===== src/rtl/wb_forward_pipe.sv =====
// EX->MEM->WB result pipeline feeding the ID-stage RAW forwarding network.
// Handles the data-memory load handshake, load extension and MEM stall.
module wb_forward_pipe #(
  parameter int RF_AW = 5,
  parameter int DW    = 32
) (
  input  logic             clk_i,
  input  logic             rst_i,
  input  logic             ex_valid_i,
  input  logic             ex_we_i,
  input  logic [RF_AW-1:0] ex_waddr_i,
  input  logic [DW-1:0]    ex_wdata_i,
  input  logic             ex_load_i,
  input  logic [1:0]       ex_load_size_i,
  input  logic             ex_load_unsigned_i,
  input  logic             flush_i,
  input  logic             mem_rvalid_i,
  input  logic [DW-1:0]    mem_rdata_i,
  output logic             mem_req_o,
  output logic [DW-1:0]    mem_addr_o,
  output logic             ex_fwd_we_o,
  output logic [RF_AW-1:0] ex_fwd_waddr_o,
  output logic [DW-1:0]    ex_fwd_wdata_o,
  output logic             mem_we_o,
  output logic [RF_AW-1:0] mem_waddr_o,
  output logic [DW-1:0]    mem_wdata_o,
  output logic             wb_we_o,
  output logic [RF_AW-1:0] wb_waddr_o,
  output logic [DW-1:0]    wb_wdata_o,
  output logic             mem_pending_o,
  output logic [RF_AW-1:0] mem_pending_waddr_o,
  output logic             stall_o
);

  typedef enum logic {M_IDLE, M_WAIT} mstate_t;

  mstate_t          state;
  logic             m_valid;
  logic             m_we;
  logic [RF_AW-1:0] m_waddr;
  logic [DW-1:0]    m_wdata;
  logic             m_load;
  logic [1:0]       m_size;
  logic             m_uns;

  logic             cap;
  logic             wb_we_n;
  logic [DW-1:0]    ld_data;
  logic [7:0]       ld_b;
  logic [15:0]      ld_h;

  assign cap = ex_valid_i & ~flush_i;

  assign ex_fwd_we_o = ~rst_i & cap & ex_we_i & ~ex_load_i
                     & (ex_waddr_i != '0);
  assign ex_fwd_waddr_o = rst_i ? '0 : ex_waddr_i;
  assign ex_fwd_wdata_o = rst_i ? '0 : ex_wdata_i;

  assign mem_req_o = (state == M_WAIT);
  assign mem_addr_o = mem_req_o ? {m_wdata[DW-1:2], 2'b00} : '0;
  assign stall_o = mem_req_o & ~mem_rvalid_i;

  assign mem_we_o = m_valid & m_we & ~m_load & (m_waddr != '0);
  assign mem_waddr_o = m_waddr;
  assign mem_wdata_o = m_wdata;
  assign mem_pending_o = mem_req_o;
  assign mem_pending_waddr_o = (mem_req_o & m_we) ? m_waddr : '0;

  // Little-endian lane select from the captured byte address
  assign ld_b = mem_rdata_i[{m_wdata[1:0], 3'b000} +: 8];
  assign ld_h = mem_rdata_i[{m_wdata[1], 4'b0000} +: 16];

  always_comb begin
    ld_data = mem_rdata_i;
    unique case (m_size)
      2'b00:   ld_data = {{(DW-8){~m_uns & ld_b[7]}}, ld_b};
      2'b01:   ld_data = {{(DW-16){~m_uns & ld_h[15]}}, ld_h};
      default: ld_data = mem_rdata_i;
    endcase
  end

  assign wb_we_n = m_valid & m_we & (m_waddr != '0)
                 & (~m_load | (mem_req_o & mem_rvalid_i));

  always_ff @(posedge clk_i or posedge rst_i) begin
    if (rst_i) begin
      state      <= M_IDLE;
      m_valid    <= 1'b0;
      m_we       <= 1'b0;
      m_waddr    <= '0;
      m_wdata    <= '0;
      m_load     <= 1'b0;
      m_size     <= 2'b00;
      m_uns      <= 1'b0;
      wb_we_o    <= 1'b0;
      wb_waddr_o <= '0;
      wb_wdata_o <= '0;
    end else begin
      // A stalled MEM keeps its load; EX is not sampled
      if (!stall_o) begin
        m_valid <= cap;
        m_we    <= cap & ex_we_i;
        m_waddr <= cap ? ex_waddr_i : '0;
        m_wdata <= cap ? ex_wdata_i : '0;
        m_load  <= cap & ex_load_i;
        m_size  <= cap ? ex_load_size_i : 2'b00;
        m_uns   <= cap & ex_load_unsigned_i;
        state   <= (cap & ex_load_i) ? M_WAIT : M_IDLE;
      end
      wb_we_o    <= wb_we_n;
      wb_waddr_o <= m_waddr;
      wb_wdata_o <= m_load ? ld_data : m_wdata;
    end
  end

endmodule


===== config.mk =====
export PLATFORM = sky130hd
export DESIGN_NAME = wb_forward_pipe
export DESIGN_NICKNAME = d
export VERILOG_FILES = /design/src/rtl/wb_forward_pipe.sv
export SDC_FILE = /design/constraint.sdc
export NUM_CORES = 1
export LEC_CHECK = 0
export BUFFER_PORTS_ARGS = -buffer_cell sky130_fd_sc_hd__buf_2
export CORE_MARGIN = 3
export CORE_UTILIZATION = 44
export DETAILED_ROUTE_END_ITERATION = 12
export GPL_TIMING_DRIVEN = 0
export PLACE_DENSITY = 0.79
export SLEW_MARGIN = 40
export SYNTH_ARGS = -nofsm -noshare
export SYNTH_HDL_FRONTEND = slang
export SYNTH_SLANG_ARGS = --single-unit
export TNS_END_PERCENT = 20

===== constraint.sdc =====
create_clock -name clk_i -period 3.1 [get_ports clk_i]
set_input_delay 0.62 -clock clk_i [delete_from_list [all_inputs] [get_ports clk_i]]
set_output_delay 0.62 -clock clk_i [all_outputs]
set_load 0.01 [all_outputs]

==> run summary <==
=================================================================================
Average routed wire per standard cell ..............................     19.54 µm
Total DRC errors in the routed layout ..............................            0
Number of enable flip-flop cells after synthesis ...................            0
Maximum number of pins on one net before global-route repair .......           60
Number of hold violations in the final report ......................            0
Number of port buffers .............................................          229
RSZ-0062 raised after global routing ...............................           no
X dimension of the die .............................................     101.3 µm
Initial Utilization ................................................       45.59%
Post-layout min period .............................................     2.577 ns
Proportion of power drawn by the clock network .....................        32.0%
Data arrival time of the critical path .............................      1.96 ns
Clock slew seen by the registers of the worst setup and hold paths .      0.09 ns
Final weighted congestion in routability-driven placement ..........       0.9581
Detailed Routing Iterations Pass 1 .................................            4
Root buffer selected by CTS ........................................ sky130_fd_sc_hd__clkbuf_8
Maximum level of the CTS H-tree ....................................            3
Type of the worst setup path .......................................   reg -> out
Area of all placed cells without fillers ...........................     5528 µm²
Combinational share of power .......................................        21.2%
Final setup slack of the worst path ................................    0.5226 ns
Largest vdd supply drop ............................................  0.0002056 V
P per Cell Area .................................................... 457.2 nW/µm²
Number of diodes added for antenna fixing ..........................            0
Part of the total power dissipated in sequential elements ..........        46.8%
Leading area contributor after synthesis ........................... sky130_fd_sc_hd__dfrtp_1
Setup Fix Bufs, Post-CTS ...........................................            0
Critical Path Slowest Stage Cell ................................... sky130_fd_sc_hd__dfrtp_1
Crit path depth ....................................................            4
Mean number of vias per cell .......................................        5.499
Core Region ........................................................     8763 µm²
CTS Hold Bufs ......................................................            0
Kind of start point of the critical path ...........................    flip-flop
F_max ..............................................................    388.0 MHz
Antenna violations before repair ...................................            0
DP Wirelength ......................................................    11,160 µm
Fraction of post-synthesis cell area in the top cell type by area ..       50.74%
Final Skew .........................................................   0.01228 ns
Share of total power consumed by net switching .....................       29.71%
Top-level port count ...............................................          233
Post-DRT Antenna Nets ..............................................            0
Static power due to leakage ........................................     3.064 nW
Max Cap Violations .................................................            0
Buffer and inverter count on the worst path ........................            3
Area grow syn2layout ...............................................       38.37%
Cell Area, Placed ..................................................     5313 µm²
Total of cells resized after clock tree synthesis ..................            0
Iteration-0 DRC Markers ............................................          158
Share of synthesized registers carrying an async set or reset ......       100.0%
Global-route wire length before repair .............................    21,380 µm
Critical Path, Cell by Cell ........................................ buf_2, clkbuf_1, and3_1, buf_2
Cell types with the largest area share after synthesis ............. sky130_fd_sc_hd__dfrtp_1, sky130_fd_sc_hd__a22o_1, sky130_fd_sc_hd__nor2b_1, sky130_fd_sc_hd__and2_1, sky130_fd_sc_hd__o21ai_0
Die Ht .............................................................     101.3 µm
Switching component of the power ...................................  0.0007510 W
GR Util All Layers .................................................       27.45%
Most instantiated library cell after synthesis ..................... sky130_fd_sc_hd__dfrtp_1
Post-synthesis average cell area ...................................    10.60 µm²
Number of cells in the design after placement ......................          716
Final #Nets ........................................................          698
Kind of end point of the critical path .............................  output port
DIE AREA ...........................................................   10,260 µm²
Cell Int Power .....................................................   0.001777 W
Pin slew with the least headroom to its limit ......................    0.6838 ns
Number of max-slew violations in the final report ..................            0
Worst Reg-to-Reg Cells .............................................            5
Number of instances in the synthesized netlist .....................          377
Total length of routed wires .......................................    14,310 µm
#FFs+latches synth .................................................           81
Ratio of cells with drive above 1 in the final layout ..............       45.35%
CP dominant cell by count .......................................... sky130_fd_sc_hd__buf_2
Setup Viol. Count Final ............................................            0
Cell type group with the largest total delay on the critical path .. buffers and inverters
CP required ........................................................      2.48 ns
Top cells by count, synth .......................................... sky130_fd_sc_hd__dfrtp_1, sky130_fd_sc_hd__nor2b_1, sky130_fd_sc_hd__a22o_1, sky130_fd_sc_hd__and2_1, sky130_fd_sc_hd__o21ai_0
Sink Count .........................................................           81
Vias after detailed routing ........................................        4,025
CP peak stage delay ................................................      0.59 ns
Worst-path maximum fanout ..........................................           10
Portion of the post-synthesis area used by sequential elements .....       50.74%
Non-filler instance count after layout .............................          732
Final worst path period share ......................................       83.14%
Relative max-transition margin .....................................       54.42%
Tightest Hold Check Type ...........................................  in -> async
CTS tree ...........................................................        built
Post-synth top flop ................................................ sky130_fd_sc_hd__dfrtp_1
Number of clock buffers inserted by TritonCTS ......................            9
Post-placement worst setup slack ...................................    0.8146 ns
Latest clock arrival within the worst-skew pair ....................      0.35 ns
Summed instance area of the synthesized netlist ....................     3995 µm²
Std cell rows ......................................................           34
Yosys synthesis warning count ......................................            0
Number of distinct library cells after synthesis ...................           42
Outcome ............................................................    completed
Buffer levels on the longest clock path ............................            2
Global-route congestion overflow total .............................            0
Number of global-route vias before repair ..........................        3,868
=================================================================================
power groups by stage:
stage	Clock (W)	Combinational, W	Sequential [W]
after CTS	0.000822	0.000536	0.00118
after floorplan	0	0.000246	0.00123
after global routing	0.000866	0.000580	0.00119
after detailed placement	0	0.000533	0.00120
after global placement	0	0.000519	0.00120
final	0.000809	0.000536	0.00118
metrics by stage:
stage	total power, W	util [%]	hold slack, ns	TNS (ns)
2_1_floorplan	0.001475	-	0.4498	0
3_3_place_gp	0.001722	60.25	0.4428	-44.26
3_5_place_dp	0.001736	60.62	0.4295	0
4_1_cts	0.002540	63.08	0.4342	0
5_1_grt	0.002637	63.08	0.4676	0
6_report	0.002528	63.08	0.4184	0
worst register-to-register path, delay by kind of cell, from the launching register on:
kind                   cells  cell delay, ns
muxes                      1            0.38
buffers and inverters      2            0.54
DFF                        1            0.34
AOI/OAI and AO/OA          2            0.47
kinds of logic after synthesis:
kind of cell,synth area share (%)
mux,3.664
compound gates,21.39
flops,50.74
other cells,0.09387
buf+inv,5.199
simple gates,18.92
placed cells by master, fill, tap and decap left out, drive strengths merged, types with 4 or more instances in the layout:
cell    instances
buf           251
dfrtp          81
nor2b          45
a22o           40
and2           28
clkbuf         27
o21ai          21
nor2           15
a21oi          14
a22oi          13
nand2          11
mux2            9
o22ai           7
a221oi          7
and3b           6
inv             6
and3            5
o221ai          4
final timing paths:
kind / from / to / slack (ns)
max: mem_pending_o / mem_pending_waddr_o[0] / 0.52
min: rst_i / mem_wdata_o[30] / 0.42
max in group asynchronous: rst_i / wb_wdata_o[15] / 2.13
min in group clk_i: mem_waddr_o[1] / wb_waddr_o[1] / 0.45
min reg2reg: mem_waddr_o[1] / wb_waddr_o[1] / 0.45
max reg2reg: mem_wdata_o[1] / wb_wdata_o[0] / 1.23
flip-flops by register name (all words and copies together) (netlist names):
register and cells:
m_size 2, m_uns 1, m_valid 1, m_we 1, mem_pending_o 1, mem_waddr_o 5
mem_wdata_o 32, wb_waddr_o 5, wb_wdata_o 32, wb_we_o 1
area by class of cell:
| class | count | area [µm²] |
|---|---|---|
| Clock inverter | 5 | 63.81 |
| Inverter | 6 | 27.53 |
| Timing Repair Buffer | 230 | 1174 |
| Tap cell | 108 | 135.1 |
| Buffer | 37 | 185.2 |
| Sequential cell | 81 | 2027 |
| Fill cell | 773 | 3236 |
| Multi-Input combinational cell | 254 | 1764 |
| Clock buffer | 11 | 151.4 |
layer usage:
| metal | GRT usage (%) | up-vias | share of wire, % |
|---|---|---|---|
| met3 | 4.132 | 34 | 7.2 |
| li1 | - | 1843 | - |
| met5 | 0 | - | 0 |
| met4 | 10.22 | 0 | 2.8 |
| met1 | 36.89 | 1947 | 41 |
| met2 | 45.07 | 201 | 49 |
(Power assumes the default switching activity.)
